$ cat src/rtl/seq_player_16x4.sv
// seq_player_16x4: plays RAM addresses 0..limite onto leds, HOLD_CYCLES cycles each.
// Define PLAYER_GAP_EN to follow every shown value with GAP_CYCLES blank cycles.
module seq_player_16x4 #(
    parameter int HOLD_CYCLES = 4,
    parameter int GAP_CYCLES  = 2
) (
    input  logic       clock,
    input  logic       reset,
    input  logic       iniciar,
    input  logic [3:0] limite,
    input  logic [3:0] mem_dado,
    output logic [3:0] mem_endereco,
    output logic [3:0] leds,
    output logic       ocupado,
    output logic       pronto
);
    localparam int CMAX = (HOLD_CYCLES > GAP_CYCLES) ? HOLD_CYCLES : GAP_CYCLES;
    localparam int CW = $clog2(CMAX + 1);
    localparam logic [CW-1:0] HOLD_LAST = CW'(HOLD_CYCLES - 1);
`ifdef PLAYER_GAP_EN
    localparam logic [CW-1:0] GAP_LAST = CW'(GAP_CYCLES - 1);
    typedef enum logic [2:0] {IDLE, FETCH, LOAD, SHOW, GAP, DONE} state_t;
`else
    typedef enum logic [2:0] {IDLE, FETCH, LOAD, SHOW, DONE} state_t;
`endif
    state_t        state_q;
    logic [3:0]    addr_q, lim_q, led_q, leds_q;
    logic [CW-1:0] cnt_q;
    logic          pronto_q;
    assign mem_endereco = addr_q;
    assign leds = leds_q;
    assign pronto = pronto_q;
    assign ocupado = (state_q != IDLE);
    // leds and pronto are registered, so they trail the state by one cycle
    always_ff @(posedge clock) begin
        if (reset) begin
            state_q  <= IDLE;
            addr_q   <= '0;
            lim_q    <= '0;
            led_q    <= '0;
            cnt_q    <= '0;
            leds_q   <= '0;
            pronto_q <= 1'b0;
        end else begin
            leds_q   <= (state_q == SHOW) ? led_q : 4'b0000;
            pronto_q <= (state_q == DONE);
            case (state_q)
                IDLE: if (iniciar) begin
                    lim_q   <= limite;
                    addr_q  <= '0;
                    state_q <= FETCH;
                end
                FETCH: state_q <= LOAD;
                LOAD: begin
                    led_q   <= mem_dado;
                    cnt_q   <= '0;
                    state_q <= SHOW;
                end
                SHOW: if (cnt_q == HOLD_LAST) begin
`ifdef PLAYER_GAP_EN
                    cnt_q   <= '0;
                    state_q <= GAP;
`else
                    if (addr_q == lim_q) state_q <= DONE;
                    else begin
                        addr_q  <= addr_q + 4'd1;
                        state_q <= FETCH;
                    end
`endif
                end else cnt_q <= cnt_q + 1'b1;
`ifdef PLAYER_GAP_EN
                GAP: if (cnt_q == GAP_LAST) begin
                    if (addr_q == lim_q) state_q <= DONE;
                    else begin
                        addr_q  <= addr_q + 4'd1;
                        state_q <= FETCH;
                    end
                end else cnt_q <= cnt_q + 1'b1;
`endif
                DONE: state_q <= IDLE;
                default: state_q <= IDLE;
            endcase
        end
    end
endmodule

$ cat config.mk
export PLATFORM = sky130hd
export DESIGN_NAME = seq_player_16x4
export DESIGN_NICKNAME = d
export VERILOG_FILES = /design/src/rtl/seq_player_16x4.sv
export SDC_FILE = /design/constraint.sdc
export NUM_CORES = 1
export LEC_CHECK = 0
export ABC_AREA = 1
export ABC_CLOCK_PERIOD_IN_PS = 1390
export CAP_MARGIN = 25
export CELL_PAD_IN_SITES_DETAIL_PLACEMENT = 1
export CELL_PAD_IN_SITES_GLOBAL_PLACEMENT = 1
export CORE_MARGIN = 2
export CORE_UTILIZATION = 31
export CTS_BUF_LIST = sky130_fd_sc_hd__clkbuf_8 sky130_fd_sc_hd__clkbuf_16
export DETAILED_ROUTE_END_ITERATION = 10
export PLACE_DENSITY_LB_ADDON = 0.05
export SYNTH_ARGS = -nofsm -noshare
export SYNTH_HDL_FRONTEND = slang
export SYNTH_SLANG_ARGS = --single-unit
export TNS_END_PERCENT = 1
$ cat constraint.sdc
create_clock -name clock -period 1.39 [get_ports clock]
set_input_delay 0.139 -clock clock [delete_from_list [all_inputs] [get_ports clock]]
set_output_delay 0.139 -clock clock [all_outputs]
set_load 0.02 [all_outputs]
Word level (Yosys, flattened, before mapping) --
Index checks and enable logic that the tools add are counted.
Cells by class: bitwise gates (word level) 1, reductions and logical operators 9, add/sub/neg operators 2, muxes and demuxes 10, eq/ne operators 10
Operators by type and width (number):
- 3-bit 2-to-1 mux | 4
- 4-bit 2-to-1 mux | 3
- 3-bit one-hot mux with 4 select lines | 1
- 3-bit by 2-bit equality test with 1-bit output, second input constant | 3
- 4-bit one-hot mux with 2 select lines | 1
- 2-bit != test, second input constant | 3
- 3-bit one-hot mux with 2 select lines | 1
- 2-bit AND reduction | 3
- 4-bit by 1-bit adder with 4-bit output, second input constant | 1
- 4-bit equality test | 1
- 4-bit AND reduction | 1
- 2-bit nonzero test | 2
- 3-bit by 1-bit adder with 3-bit output, second input constant | 1
- 3-bit by 1-bit equality test with 1-bit output, second input constant | 1
- 3-bit equality test, second input constant | 1
- 3-bit zero test | 1
- 3-bit nonzero test | 1
- 2-bit by 1-bit != test with 1-bit output, second input constant | 1
- 2-bit OR reduction | 1
- 1-bit inverter | 1
Word-level totals: output and inout bits 10, logic and storage cells 39, bits of input ports 11, bits in registers 23

Depth between registers and ports, before layout --
depth in word-level cells 4, mapped depth 10, mapped depth without buffers 10

Worst setup path after synthesis --
Ideal clock, no wire load.
path kind reg2reg, start register addr_q[0], in the netlist mem_endereco[0], end register addr_q[0], in the netlist mem_endereco[0], library setup time 0.112 ns, required time 1.278 ns, path buffers 0, slack 0.045 ns, data arrival time 1.233 ns, period minus slack after synthesis 1.345 ns, stages on the path, launching flop included 10, path through dfxtp_1 -> inv_1 -> nand2_1 -> nand2_1 -> nor2_1 -> nand3_1 -> nand2_2 -> inv_2 -> nor2_1 -> nor2_1
Between the ends: cells in the longest elaborated chain, start to end 4, elaborated cells between the ends (all ways) 7, those cells by class add/sub (1); eq/ne (2); mux (3); reduce/logical (1)
RTL lines:
- from (decl) | line 27 | logic [3:0] addr_q, lim_q, led_q, leds_q;
- from (signal assigned) | line 66 | addr_q <= addr_q + 4'd1;
- 4-bit by 1-bit adder with 4-bit output | line 66
- 4-bit 2-to-1 mux | line 64 | if (addr_q == lim_q) state_q <= DONE;
- 4-bit 2-to-1 mux | line 59 | SHOW: if (cnt_q == HOLD_LAST) begin
- 4-bit one-hot mux with 2 select lines | line 47 | case (state_q)
Several ways; a longest one is shown, not always the timed one. The select of a mux whose other input is x is not followed. A chain may end at the register's enable or synchronous reset.

Final worst setup path --
start register state_q[1], end output port ocupado
Between the ends: cells in the longest elaborated chain, start to end 1
RTL lines:
- from (decl) | line 26 | state_t state_q;
- from (signal assigned) | line 37 | state_q <= IDLE;
- from (signal assigned) | line 51 | state_q <= FETCH;
- from (signal assigned) | line 53 | FETCH: state_q <= LOAD;
- 3-bit nonzero test | line 33 | assign ocupado = (state_q != IDLE);
- to (decl) | line 14 | output logic ocupado,
No other way between the ends.

==> out/results.ini <==
[pwr]
internal_power_uw = 1290
irDropWorstVdd_uv = 456
power.clock.fraction_pct = 21.0
powerDensity_nw_per_um2 = 1320
seqPwrFrac_pct = 39.7
leakagePower_uw = 0.000690
comb_power_share_pct = 39.3
power.switching_fraction_pct = 35.7
p_switching_uw = 717

[global_route]
grt_overflow_total = 0
grt_pass1_wl_um = 4340
grt_usage_pct = 16.1
grt_antenna_before_repair = 0
number_of_global_route_vias_before_repair = 951
largest_net_degree_at_the_start_of_global_routing = 15

[detailed_routing]
antenna_left = 0
drcViolationCount = 0
dr.first_iter.drc_count = 21
wl_per_cell_um = 12.2
detail_route.first_pass.iterations = 4
route.final.wire_length_um = 2790
total_via_count_after_detailed_routing = 1017
via_per_inst = 4.46

[sta]
grt_setup_unrepaired = true
tcrit_tclk_final_pct = 96.5
report.final.setup_viol = 0
layout_min_cycle_time_ns = 1.34
worst_slew_margin_rel_pct = 80.9
setup_clock_skew_after_layout_ns = 0.00167
final_max_slew_viol_count = 0
final-hold-violation-count = 0
worstMarginPinSlew_ns = 0.286
fmax_mhz = 746
setup_total_negative_slack_ns = 0

[clocking]
clk_pin_slew_worst_paths_ns = 0.09
ctsHoldBuffers = 0
cts-htree-levels = 1
cts-root-buf = sky130_fd_sc_hd__clkbuf_8
tritoncts_clock_tree = yes
cts_buffers = 3
clkLatencyLatePin_ns = 0.26
ctsLongestPathBuffers = 2
cts.sink_count = 23

[worst_hold_path]
timing.hold.worst.class = reg -> reg
timing.hold.worst_path_depth = 1
min_delay_worst_endpoint = cnt_q[0]$_SDFFE_PP0P_
hold_path.startpoint = cnt_q[0]$_SDFFE_PP0P_

[critical_path]
crit-reg2reg-launch = state_q[1]$_SDFFE_PP0P_
timing.critical_path.buf_inv = 3
worst_path_most_repeated_cell = sky130_fd_sc_hd__inv_1
worst-r2r-setup-slack_ns = 0.06
worst-endpoint-required_ns = 1.25
critical_path.endpoint_type = primary output
rr_worst_depth = 7
critical_path_peak_fanout = 3
worst_path_dominant_cell_family = buffers and inverters
worstSetupStartpointType = flop
cp_slowest_stage_delay_ns = 0.35
worst_ep_arrival_time_ns = 1.20
critPathSlowestCell = sky130_fd_sc_hd__dfxtp_2
critical_path.cell_chain = inv_1 -> nand2_2 -> nor2_2 -> inv_1 -> clkdlybuf4s15_2
reg2reg_to = lim_q[2]$_SDFFE_PP0P_
setup.worst_path.class = reg -> out

[floorplan]
coreArea_um2 = 3080
die_width_um = 61.1
io_pins = 21
die_h_um = 61.1
row_count = 20
starting_utilization_of_the_core_area_pct = 32.8
floorplan.die_area_um2 = 3730

[finish]
post-route-util_pct = 49.3
insertedDiodeCount = 0
layout.nets = 199
register_area_um2 = 465
multiInputGateArea_um2 = 497
final.fill_count = 408
drive_gt1_share_pct = 25.5
layout_commonest_cell = sky130_fd_sc_hd__nand2_1
layout_common_cells = sky130_fd_sc_hd__nand2_1, sky130_fd_sc_hd__buf_4, sky130_fd_sc_hd__dfxtp_1, sky130_fd_sc_hd__inv_1, sky130_fd_sc_hd__nor2_1
area_delta_synth_final_pct = 50.4

[synth]
synth-compound-area-share_pct = 11.6
yosys.area_share.simple_pct = 30.0
synth-seq-area-share_pct = 45.6
synth.mux.area_fraction_pct = 0
syn_avg_cell_area_um2 = 7.26
synth_fp_nets = 153
synth-adder-area-share_pct = 3.72
synthTopCellsByArea = sky130_fd_sc_hd__dfxtp_1, sky130_fd_sc_hd__nand2_1, sky130_fd_sc_hd__inv_1
yosys_warnings = 0
synth_xor_xnor_area_share_pct = 0.867
main_combinational_cell_family_by_area_after_synthesis = simple AND/OR/NAND/NOR gates
ys_types = 20
synth_seq_cells = 23
synth.cell_area_um2 = 1010
synth_top_area_share_pct = 45.6
netlist.top_cell.by_area = sky130_fd_sc_hd__dfxtp_1
syn_inst = 139

[placed_design]
detailed_place_hpwl_um = 2110
routabilityCongestion = 0.809
port-buffer-count = 20

[job]
timing.max_cap.violations = 0

[run_status]
result_of_the_run = completed

==> final cells by class <==
cell class | count | share of cell area [%]
Clock buffer | 3 | 2.72
Clock inverter | 1 | 0.329
Inverter | 21 | 5.19
Multi-Input combinational cell | 94 | 32.7
Sequential cell | 23 | 30.6
Tap cell | 44 | 3.62
Timing Repair Buffer | 42 | 24.8
==> stage by stage <==
step                      std cells  area, um^2  total power, uW  worst slack (ns)  hold slack (ns)
final                           228        1520             2010            0.0491            0.439
after global routing            228        1520             2150           -0.0379            0.468
after CTS                       225        1470             1970            0.0132            0.446
after detailed placement        221        1420             1560           -0.0203            0.432
after global placement          221        1420             1520            0.0286            0.425
after floorplan                 139        1010             1200            0.0446            0.208
==> cell families (layout without fill, tap and decap cells) <==
family | Yosys count | in the layout
AND/OR/NAND/NOR | 67 | 67
AO/OA/AOI/OAI | 23 | 23
flip-flops | 23 | 23
buffers and inverters | 22 | 67
adder cells (fa/ha/maj) | 3 | 3
XOR/XNOR | 1 | 1
==> per-layer routing <==
layer / up-vias / routed length (um) / global-route usage, %
li1: 529 / - / -
met1: 472 / 1310 / 20.2
met2: 14 / 1350 / 27.2
met3: 2 / 112 / 2.94
met4: 0 / 17 / 6.52
met5: - / 0 / 0
==> how the worst max path moves through the flow <==
| stage | to | cells past startpoint | from | slack [ns] |
|---|---|---|---|---|
| 4_1_cts | ocupado | 5 | state_q[1]$_SDFFE_PP0P_ | 0.01 |
| 3_3_place_gp | state_q[2]$_SDFFE_PP0P_ | 7 | mem_endereco[0]$_SDFFE_PP0P_ | 0.03 |
| 2_1_floorplan | mem_endereco[0]$_SDFFE_PP0P_ | 9 | mem_endereco[0]$_SDFFE_PP0P_ | 0.04 |
| 6_report | ocupado | 5 | state_q[1]$_SDFFE_PP0P_ | 0.05 |
| 5_1_grt | mem_endereco[1]$_SDFFE_PP0P_ | 10 | cnt_q[0]$_SDFFE_PP0P_ | -0.04 |
| 3_5_place_dp | state_q[2]$_SDFFE_PP0P_ | 7 | mem_endereco[2]$_SDFFE_PP0P_ | -0.02 |
==> power by group through the flow <==
stage	Clock, uW	Sequential, uW	Combinational [uW]
global placement	0	802	722
CTS	437	793	745
global route	461	808	882
detailed placement	0	808	750
floorplan	0	841	363
finish	422	797	790
==> cells in the mapped netlist <==
cell,count
sky130_fd_sc_hd__nand2_4,1
sky130_fd_sc_hd__dfxtp_1,23
sky130_fd_sc_hd__inv_2,1
sky130_fd_sc_hd__nor2_2,1
sky130_fd_sc_hd__nor2_4,2
sky130_fd_sc_hd__nand4_1,1
sky130_fd_sc_hd__a21oi_1,12
sky130_fd_sc_hd__nand3b_1,1
sky130_fd_sc_hd__nor2_1,18
sky130_fd_sc_hd__inv_1,20
sky130_fd_sc_hd__o21ai_0,9
sky130_fd_sc_hd__ha_1,3
sky130_fd_sc_hd__o22ai_1,1
sky130_fd_sc_hd__nand3_1,8
sky130_fd_sc_hd__nor3_1,2
sky130_fd_sc_hd__xnor2_1,1
sky130_fd_sc_hd__nand2_1,30
sky130_fd_sc_hd__a31oi_1,1
sky130_fd_sc_hd__clkbuf_1,1
sky130_fd_sc_hd__nand2_2,3
==> timing repair <==
action,CTS,global route
resized for setup,9,16
pin swaps,0,2
endpoints found under the setup margin,9,14
buffers inserted,0,3
==> state kept, by name (all words and copies together), names as in the netlist <==
| register | cells |
|---|---|
| pronto | 1 |
| mem_endereco | 4 |
| state_q | 3 |
| led_q | 4 |
| leds | 4 |
| lim_q | 4 |
| cnt_q | 3 |
Note: power is estimated with default switching activity, not from simulation.
